### src/rtl/i2s_tdm_rx.sv
// I2S / TDM serial audio receiver: oversamples bclk/ws/sd in the clk domain, deserialises
// slots into words and hands them out through a small first-word-fall-through FIFO.
`timescale 1ns/1ps
module i2s_tdm_rx #(
    parameter int W_DATA = 24,
    parameter int W_SLOT = 32,
    parameter int N_CH   = 2,
    parameter int DEPTH  = 4,
    localparam int W_CH  = (N_CH > 1) ? $clog2(N_CH) : 1
) (
    input  logic              clk,
    input  logic              rst,
    input  logic              bclk,
    input  logic              ws,
    input  logic              sd,
    input  logic              mode,
    output logic [W_DATA-1:0] m_data,
    output logic [W_CH-1:0]   m_ch,
    output logic              m_valid,
    input  logic              m_ready,
    output logic              locked,
    output logic              frame_err,
    output logic              overrun
);
    localparam int TOTAL = N_CH * W_SLOT;
    localparam int W_CNT = $clog2(TOTAL + 2);
    localparam int W_BIT = $clog2(W_SLOT);
    localparam int W_PTR = $clog2(DEPTH);

    typedef enum logic {SYNC, RUN} state_t;

    logic [2:0]              r_sync1, r_sync2;
    logic                    r_bclk_d, r_ws_prev;
    state_t                  r_state, w_state_next;
    logic [W_BIT-1:0]        r_bit, w_bit_use, w_bit_next;
    logic [W_CH-1:0]         r_slot, w_slot_use, w_slot_next;
    logic [W_CNT-1:0]        r_cnt, w_cnt_use, w_cnt_next;
    logic                    r_done, w_done_use, w_done_next;
    logic [W_DATA-1:0]       r_shift, w_shift_next;
    logic                    r_frame_err, r_overrun;
    logic                    w_rise, w_ws, w_sd, w_fs, w_take, w_err, w_push;

    logic [W_DATA+W_CH-1:0]  r_mem [DEPTH];
    logic [W_PTR:0]          r_wr_ptr, r_rd_ptr;
    logic [W_DATA+W_CH-1:0]  w_head;
    logic                    w_empty, w_full, w_pop, w_wr_en;

    always_ff @(posedge clk or posedge rst) begin
        if (rst) begin
            r_sync1  <= '0;
            r_sync2  <= '0;
            r_bclk_d <= 1'b0;
        end else begin
            r_sync1  <= {bclk, ws, sd};
            r_sync2  <= r_sync1;
            r_bclk_d <= r_sync2[2];
        end
    end

    assign w_rise = r_sync2[2] & ~r_bclk_d;
    assign w_ws   = r_sync2[1];
    assign w_sd   = r_sync2[0];
    assign w_fs   = w_rise & ~w_ws & r_ws_prev;

    always_comb begin
        w_state_next = r_state;
        if (r_state == SYNC && w_fs)
            w_state_next = RUN;
    end

    // In I2S mode the frame-start rise still carries the last bit of the previous frame,
    // so it is consumed with the old counters before they restart.
    always_comb begin
        w_bit_use    = r_bit;
        w_slot_use   = r_slot;
        w_cnt_use    = r_cnt;
        w_done_use   = r_done;
        w_bit_next   = r_bit;
        w_slot_next  = r_slot;
        w_cnt_next   = r_cnt;
        w_done_next  = r_done;
        w_shift_next = r_shift;
        w_take       = 1'b0;
        w_err        = 1'b0;
        w_push       = 1'b0;
        if (w_rise) begin
            if (w_fs && mode) begin
                w_err      = (r_state == RUN) && (r_cnt != W_CNT'(TOTAL));
                w_bit_use  = '0;
                w_slot_use = '0;
                w_cnt_use  = '0;
                w_done_use = 1'b0;
                w_take     = 1'b1;
            end else begin
                w_take = (r_state == RUN);
            end
            if (w_take) begin
                w_cnt_next  = (w_cnt_use == W_CNT'(TOTAL + 1)) ? w_cnt_use : w_cnt_use + 1'b1;
                w_bit_next  = w_bit_use;
                w_slot_next = w_slot_use;
                w_done_next = w_done_use;
                if (!w_done_use) begin
                    if (int'(w_bit_use) < W_DATA)
                        w_shift_next = {r_shift[W_DATA-2:0], w_sd};
                    if (int'(w_bit_use) == W_SLOT - 1) begin
                        w_push     = 1'b1;
                        w_bit_next = '0;
                        if (int'(w_slot_use) == N_CH - 1)
                            w_done_next = 1'b1;
                        else
                            w_slot_next = w_slot_use + 1'b1;
                    end else begin
                        w_bit_next = w_bit_use + 1'b1;
                    end
                end
            end
            if (w_fs && !mode) begin
                w_err       = (r_state == RUN) && (w_cnt_next != W_CNT'(TOTAL));
                w_bit_next  = '0;
                w_slot_next = '0;
                w_cnt_next  = '0;
                w_done_next = 1'b0;
            end
        end
    end

    always_ff @(posedge clk or posedge rst) begin
        if (rst) begin
            r_state     <= SYNC;
            r_ws_prev   <= 1'b0;
            r_bit       <= '0;
            r_slot      <= '0;
            r_cnt       <= '0;
            r_done      <= 1'b0;
            r_shift     <= '0;
            r_frame_err <= 1'b0;
            r_overrun   <= 1'b0;
        end else begin
            r_state     <= w_state_next;
            if (w_rise)
                r_ws_prev <= w_ws;
            r_bit       <= w_bit_next;
            r_slot      <= w_slot_next;
            r_cnt       <= w_cnt_next;
            r_done      <= w_done_next;
            r_shift     <= w_shift_next;
            r_frame_err <= w_err;
            r_overrun   <= w_push & w_full & ~w_pop;
        end
    end

    // A full FIFO still accepts a push when the head is leaving in the same cycle.
    assign w_empty = (r_wr_ptr == r_rd_ptr);
    assign w_full  = (r_wr_ptr[W_PTR] != r_rd_ptr[W_PTR]) &&
                     (r_wr_ptr[W_PTR-1:0] == r_rd_ptr[W_PTR-1:0]);
    assign w_pop   = ~w_empty & m_ready;
    assign w_wr_en = w_push & (~w_full | w_pop);

    always_ff @(posedge clk) begin
        if (w_wr_en)
            r_mem[r_wr_ptr[W_PTR-1:0]] <= {w_slot_use, w_shift_next};
    end

    always_ff @(posedge clk or posedge rst) begin
        if (rst) begin
            r_wr_ptr <= '0;
            r_rd_ptr <= '0;
        end else begin
            if (w_wr_en)
                r_wr_ptr <= r_wr_ptr + 1'b1;
            if (w_pop)
                r_rd_ptr <= r_rd_ptr + 1'b1;
        end
    end

    assign w_head    = r_mem[r_rd_ptr[W_PTR-1:0]];
    assign m_valid   = ~w_empty;
    assign m_data    = w_empty ? '0 : w_head[W_DATA-1:0];
    assign m_ch      = w_empty ? '0 : w_head[W_DATA+W_CH-1:W_DATA];
    assign locked    = (r_state == RUN);
    assign frame_err = r_frame_err;
    assign overrun   = r_overrun;
endmodule

### config.mk
export PLATFORM = sky130hd
export DESIGN_NAME = i2s_tdm_rx
export DESIGN_NICKNAME = d
export VERILOG_FILES = /design/src/rtl/i2s_tdm_rx.sv
export SDC_FILE = /design/constraint.sdc
export NUM_CORES = 1
export LEC_CHECK = 0
export BUFFER_PORTS_ARGS = -buffer_cell sky130_fd_sc_hd__buf_2
export CORE_UTILIZATION = 65
export DETAILED_ROUTE_END_ITERATION = 7
export PLACE_DENSITY_LB_ADDON = 0.1
export SYNTH_ARGS = -nofsm -noshare
export SYNTH_HDL_FRONTEND = slang
export SYNTH_SLANG_ARGS = --single-unit
### constraint.sdc
create_clock -name clk -period 6 [get_ports clk]
set_input_delay 1.2 -clock clk [delete_from_list [all_inputs] [get_ports clk]]
set_output_delay 1.2 -clock clk [all_outputs]
set_load 0.05 [all_outputs]
# Yosys cells after proc, flatten, opt, wreduce, memory -nomap -nowiden
# Memories as Yosys holds them, arrays and structs flattened.
# Cells that the tools add are included.
dict set report totals {
  ff_bits 55
  mem_bits_rw 100
  in_bits 7
  mem_count 1
}
# memory depth word_bits read_ports rd_clocked_by_memory_dff write_ports line_no
set memory_table {}
lappend memory_table {r_mem 4 25 1 0 1 43} ;# logic [W_DATA+W_CH-1:0] r_mem [DEPTH];
dict set report op_classes {
  n_addsub 5
  magnitude_cmp 1
  n_eq_ne 7
  muxes 44
  bitwise_logic 14
  n_reduce_logical 9
}
# op n
set op_table {}
lappend op_table {{24-bit two-way mux} 5}
lappend op_table {{7-bit two-way mux} 6}
lappend op_table {{5-bit two-way mux} 6}
lappend op_table {{1-bit two-way mux} 27}
lappend op_table {{7-bit != test, second input constant} 2}
lappend op_table {{7-bit by 1-bit adder with 7-bit output, second input constant} 1}
lappend op_table {{1-bit AND} 7}
lappend op_table {{7-bit == test, second input constant} 1}
lappend op_table {{3-bit by 1-bit adder with 3-bit output, second input constant} 2}
lappend op_table {{1-bit logical AND} 6}
lappend op_table {{1-bit inverter} 6}
lappend op_table {{5-bit by 1-bit adder with 5-bit output, second input constant} 1}
lappend op_table {{5-bit by 1-bit == test with 1-bit output, second input constant} 1}
lappend op_table {{5-bit < comparator, second input constant} 1}
lappend op_table {{3-bit == test} 1}
lappend op_table {{2-bit == test} 1}
lappend op_table {{2-bit AND reduction} 1}
lappend op_table {{2-bit nonzero test} 1}
lappend op_table {{1-bit adder, second input constant} 1}
lappend op_table {{1-bit logical NOT} 1}
lappend op_table {{1-bit != test} 1}
lappend op_table {{1-bit bitwise OR} 1}

# Longest topological paths before layout
dict set report depth {
  depth_word 15
  depth_mapped 11
  depth_no_buf 10
}

# Least setup slack after synthesis
# No wires, ideal clock.
dict set report synth_timing {
  path_type {input -> register}
  from {in mode}
  to {mem r_mem[3][0] in the netlist's numbering, enable pin}
  setup_ns 0.386
  t_arrival_ns 3.469
  required_time_ns 5.614
  slack_ns 2.146
  path_stages 10
  n_path_buf 1
  cell_sequence {and3b_1 -> nand2_2 -> clkbuf_1 -> and2_1 -> ha_1 -> and4_1 -> ha_1 -> o211ai_1 -> nor2_2 -> and2_1}
}
dict set report synth_between {
  elab_chain_cells 11
  elab_cells_between_ends 15
  classes_between {1 x eq/ne; 12 x mux; 1 x bitwise; 1 x reduce/logical}
}
# element line_no
set synth_rtl {}
lappend synth_rtl {{start: declaration} 16} ;# input logic mode,
lappend synth_rtl {{1-bit logical AND *} 87} ;# if (w_fs && mode) begin
lappend synth_rtl {{5-bit two-way mux} 87}
lappend synth_rtl {{5-bit two-way mux} 86} ;# if (w_rise) begin
lappend synth_rtl {{5-bit by 1-bit == test with 1-bit output} 105} ;# if (int'(w_bit_use) == W_SLOT - 1) begin
lappend synth_rtl {{1-bit two-way mux} 105}
lappend synth_rtl {{1-bit two-way mux} 102} ;# if (!w_done_use) begin
lappend synth_rtl {{1-bit two-way mux *} 97} ;# if (w_take) begin
lappend synth_rtl {{1-bit two-way mux *} 86}
lappend synth_rtl {{1-bit AND *} 157} ;# assign w_wr_en = w_push & (~w_full | w_pop);
lappend synth_rtl {{1-bit two-way mux *} 160} ;# if (w_wr_en)
lappend synth_rtl {{1-bit two-way mux (not written as such) *} 161} ;# r_mem[r_wr_ptr[W_PTR-1:0]] <= {w_slot_use, w_shift_next};
lappend synth_rtl {{end: declaration} 43}
# Mark *: on every way between the ends. The rest lies on a longest branch, timed or not. The select of a mux whose other input is x is not followed.

# Final worst setup path
dict set report layout_timing {
  from {reg r_wr_ptr[1]}
  to {out m_ch}
}
dict set report layout_between {
  elab_chain_cells 2
}
# element line_no
set layout_rtl {}
lappend layout_rtl {{start: declaration} 44} ;# logic [W_PTR:0] r_wr_ptr, r_rd_ptr;
lappend layout_rtl {{start signal: assignment} 170} ;# r_wr_ptr <= r_wr_ptr + 1'b1;
lappend layout_rtl {{3-bit == test} 153} ;# assign w_empty = (r_wr_ptr == r_rd_ptr);
lappend layout_rtl {{1-bit two-way mux} 179} ;# assign m_ch = w_empty ? '0 : w_head[W_DATA+W_CH-1:W_DATA];
lappend layout_rtl {{end: declaration} 18} ;# output logic [W_CH-1:0] m_ch,
# Every way passes these cells.

==> PnR_summary.wiki <==
{| class="wikitable"
! Metric !! Value
|-
| Resized cells post-CTS || 0
|-
| Cell area power density || between 400 and 500 nW/um^2
|-
| Endpoint kind of the worst setup timing path || primary output
|-
| Final setup skew || between 0.01 and 0.015 ns
|-
| Number of placed I/O pins || 36
|-
| Hold path start || r_sync1[1]$_DFF_PP0_
|-
| Register area || 4380 um^2
|-
| Number of distinct library cell variants in the gate-level netlist after synthesis || 53
|-
| Static leakage || ~2.7 nW
|-
| Startpoint class of the critical path || flop
|-
| Share of the cycle needed by the critical path after routing || 62.72%
|-
| Worst reg-to-reg path cell count || 10
|-
| Overall global routing resource usage || approximately 25%
|-
| Die outline area || just over 10000 um^2
|-
| Max IR drop VDD || around 510 uV
|-
| Number of enable-type register cells in the synthesized netlist || 100
|-
| Final number of max-transition violations || 0
|-
| Fmax achieved || between 0.2 and 0.3 GHz
|-
| Cell count after placement || between 500 and 600
|-
| CTS tree || done
|-
| Register clock-pin slew on the reported worst setup and hold paths || 0.06 ns
|-
| Outcome || complete, no violations
|-
| Yosys warnings || 0
|-
| Crit path max-delay cell type || sky130_fd_sc_hd__nand2b_1
|-
| Destination of the worst hold path || r_sync2[1]$_DFF_PP0_
|-
| Number of antenna violations at the first check in global routing || 0
|-
| Setup repair bufs after CTS || 0
|-
| Core area || about 9400 um^2
|-
| Total wire length || around 11000 um
|-
| Area used by multi-input combinational logic || approximately 1900 um^2
|-
| Delay of the slowest cell on the worst path || ~0.62 ns
|-
| Most frequent cells in the layout || 100 x sky130_fd_sc_hd__edfxtp_1, 54 x sky130_fd_sc_hd__dfrtp_1, 35 x sky130_fd_sc_hd__buf_2, 34 x sky130_fd_sc_hd__and2_1, 25 x sky130_fd_sc_hd__mux4_2
|-
| Inserted Clock Buffers || 17
|-
| Worst Path Max Fanout || 28
|-
| X dimension of the die || 101.3 um
|-
| Layout fillers || about 560
|-
| Data arrival at the endpoint of the critical path || roughly 2.6 ns
|-
| Sequential cell area fraction in the yosys report || 68.37%
|-
| Worst slew pin tran || 0.9851 ns
|-
| Setup slack after placement || slightly below 2 ns
|-
| Fin util || 77.53%
|-
| Number of nets still failing antenna checks after routing || 0
|-
| Clock root buffer master || sky130_fd_sc_hd__clkbuf_8
|-
| Residual DRC || 0
|-
| Most common cell after layout, fill and taps aside || sky130_fd_sc_hd__edfxtp_1
|-
| RD Place Congestion || about 0.85
|-
| DPL Wire Length || between 6000 and 7000 um
|-
| Layout overhead on the synthesized area || 13.44%
|-
| Number of port buffers || 35
|-
| First-pass GRT wire length || roughly 18000 um
|-
| Vias in the first global route || about 3500
|-
| Worst hold path stage count || 0
|-
| Hold_buf cts || 0
|-
| Worst Hold Class || flop to flop
|-
| Worst slew margin relative to its limit || between 30% and 40%
|-
| Die Height || slightly above 100 um
|-
| Number of vias per cell after detailed routing || approximately 6.0
|-
| Register-to-Register Setup Slack || around 2.7 ns
|-
| Top flip-flop cell by instance count after synthesis || sky130_fd_sc_hd__edfxtp_1
|-
| Number of H-tree branching levels || 4
|-
| Final non-filler cell total || about 570
|-
| Post-synthesis instance total || 382
|-
| Leftover overflow at the end of global routing || 0
|-
| Total Power || about 3.5 mW
|-
| Final Hold Fails || 0
|-
| Final min period || roughly 3.8 ns
|-
| Slack of the critical path || approximately 2.2 ns
|-
| Async set-or-reset flop fraction in the synthesized netlist || approximately 35%
|-
| Detailed router's first-iteration violation count || 169
|-
| Latest clock arrival within the worst-skew pair || between 0.5 and 0.6 ns
|-
| Count of clock tree sinks || between 150 and 200
|-
| Via count || 3419
|-
| Routed length per instance || between 15 and 20 um
|-
| Largest delay contributor family on the critical path || simple AND/OR/NAND/NOR gates
|-
| R2r endpoint || r_mem[3][15]$_DFFE_PP_
|-
| Source of the worst register-to-register timing path || r_sync2[2]$_DFF_PP0_
|-
| Number of nets at the end of the flow || around 440
|-
| Effective utilization at floorplan || between 60% and 70%
|-
| Pin count of the biggest net entering global routing || 56
|-
| RSZ-0062 raised after global routing || no
|-
| Combined buffer and inverter count along the critical path || 1
|-
| Count of state elements after synthesis || approximately 160
|-
| Fin Setup TNS || 0 ns
|-
| Post-synthesis instance area || roughly 6400 um^2
|-
| Required arrival time at the worst endpoint || 4.80 ns
|-
| Final-report setup violation count || 0
|-
| Mean instance size in the synthesized netlist || roughly 17 um^2
|-
| Antenna diodes || 0
|-
| Drt pass-1 iters || 4
|-
| Cell-by-cell listing of the critical path || xor2_1 > or2_1 > nand2b_1 > and2_1 > buf_2
|-
| Setup CP Type || flop to primary output
|-
| Net Count, Synth || roughly 400
|-
| Max clock buf depth || 2
|-
| Share of cells above drive strength 1 || slightly below 30%
|-
| MaxCap Viol Count || 0
|-
| Std-Cell Rows || 35
|}
area by class of cell:
type,instances,share of cell area (%)
flip-flops and latches,155,60.29
multi-input cells,203,25.85
clock buffers,17,5.700
repair buffers,42,3.134
clock inverters,15,2.445
well taps,129,2.221
inverters,7,0.3616
Yosys cell counts (2+ instances only):
| cell | instances | area (um^2) |
|---|---|---|
| sky130_fd_sc_hd__a21oi_1 | 2 | 10.01 |
| sky130_fd_sc_hd__a22o_1 | 2 | 17.52 |
| sky130_fd_sc_hd__a31oi_1 | 3 | 18.77 |
| sky130_fd_sc_hd__a32o_1 | 5 | 50.05 |
| sky130_fd_sc_hd__and2_1 | 34 | 212.7 |
| sky130_fd_sc_hd__and2b_1 | 2 | 15.01 |
| sky130_fd_sc_hd__and4_1 | 3 | 26.28 |
| sky130_fd_sc_hd__buf_2 | 4 | 20.02 |
| sky130_fd_sc_hd__buf_4 | 3 | 22.52 |
| sky130_fd_sc_hd__buf_6 | 5 | 56.30 |
| sky130_fd_sc_hd__clkbuf_1 | 4 | 15.01 |
| sky130_fd_sc_hd__dfrtp_1 | 55 | 1376 |
| sky130_fd_sc_hd__edfxtp_1 | 100 | 3003 |
| sky130_fd_sc_hd__ha_1 | 8 | 100.1 |
| sky130_fd_sc_hd__inv_1 | 7 | 26.28 |
| sky130_fd_sc_hd__mux2_2 | 24 | 270.3 |
| sky130_fd_sc_hd__mux4_2 | 25 | 563.0 |
| sky130_fd_sc_hd__nand2_1 | 20 | 75.07 |
| sky130_fd_sc_hd__nand2b_1 | 3 | 18.77 |
| sky130_fd_sc_hd__nand3_1 | 5 | 25.02 |
| sky130_fd_sc_hd__nand4_1 | 2 | 12.51 |
| sky130_fd_sc_hd__nor2_1 | 7 | 26.28 |
| sky130_fd_sc_hd__nor2b_1 | 3 | 18.77 |
| sky130_fd_sc_hd__nor3_1 | 3 | 15.01 |
| sky130_fd_sc_hd__nor4_1 | 4 | 25.02 |
| sky130_fd_sc_hd__o211ai_1 | 3 | 22.52 |
| sky130_fd_sc_hd__o21ai_0 | 11 | 55.05 |
| sky130_fd_sc_hd__o31ai_1 | 5 | 37.54 |
| sky130_fd_sc_hd__xnor2_1 | 5 | 43.79 |
| sky130_fd_sc_hd__xor2_1 | 2 | 17.52 |
cell families (layout without fill, tap and decap cells):
group,Yosys count,count (layout),share of synthesized area [%]
mux,50,50,13.24
buf+inv,24,81,2.305
compound gates,43,43,4.943
flops,155,155,68.37
xor+xnor,8,8,1.211
fa+ha+maj,8,8,1.563
simple gates,94,94,8.361
per-stage QoR:
step           hold WS, ns  area, um^2
5_1_grt             0.3638        7266
4_1_cts             0.3592        7266
3_5_place_dp        0.3364        6674
6_report            0.3583        7266
3_3_place_gp        0.3345        6674
2_1_floorplan       0.3312        6405
power by group:
part | leakage [nW] | switching (mW) | internal, mW
logic | 0.872 | 0.737 | 0.390
clock network | 0.288 | 0.445 | 0.609
registers | 1.57 | 0.0687 | 1.25
layer usage:
metal | global-route usage, % | share of wire [%]
met2 | 40.29 | 52
met5 | 0 | 0
met1 | 31.95 | 43
met4 | 8.361 | 1.5
met3 | 7.591 | 3.7
worst max path at each step:
stage                       startpoint  depth (start not counted)  slack (ns)                endpoint
6_report       r_wr_ptr[1]$_DFFE_PP0N_                          5        2.24                    m_ch
4_1_cts        r_wr_ptr[0]$_DFFE_PP0N_                          5        2.16                    m_ch
3_5_place_dp                      mode                         11        1.97  r_mem[3][11]$_DFFE_PP_
2_1_floorplan                     mode                         10        2.15   r_mem[3][0]$_DFFE_PP_
5_1_grt        r_wr_ptr[0]$_DFFE_PP0N_                          5        2.05                    m_ch
3_3_place_gp                      mode                         11        2.06   r_mem[3][9]$_DFFE_PP_
registers in the layout, summed over array words and instances (netlist names), 3 cells and up:
signal and flops:
r_sync2 3, r_rd_ptr 3, r_wr_ptr 3, r_bit 5, r_cnt 7, r_sync1 3
r_mem 100, r_shift 24
No activity file was read; power rests on OpenSTA's default activity.
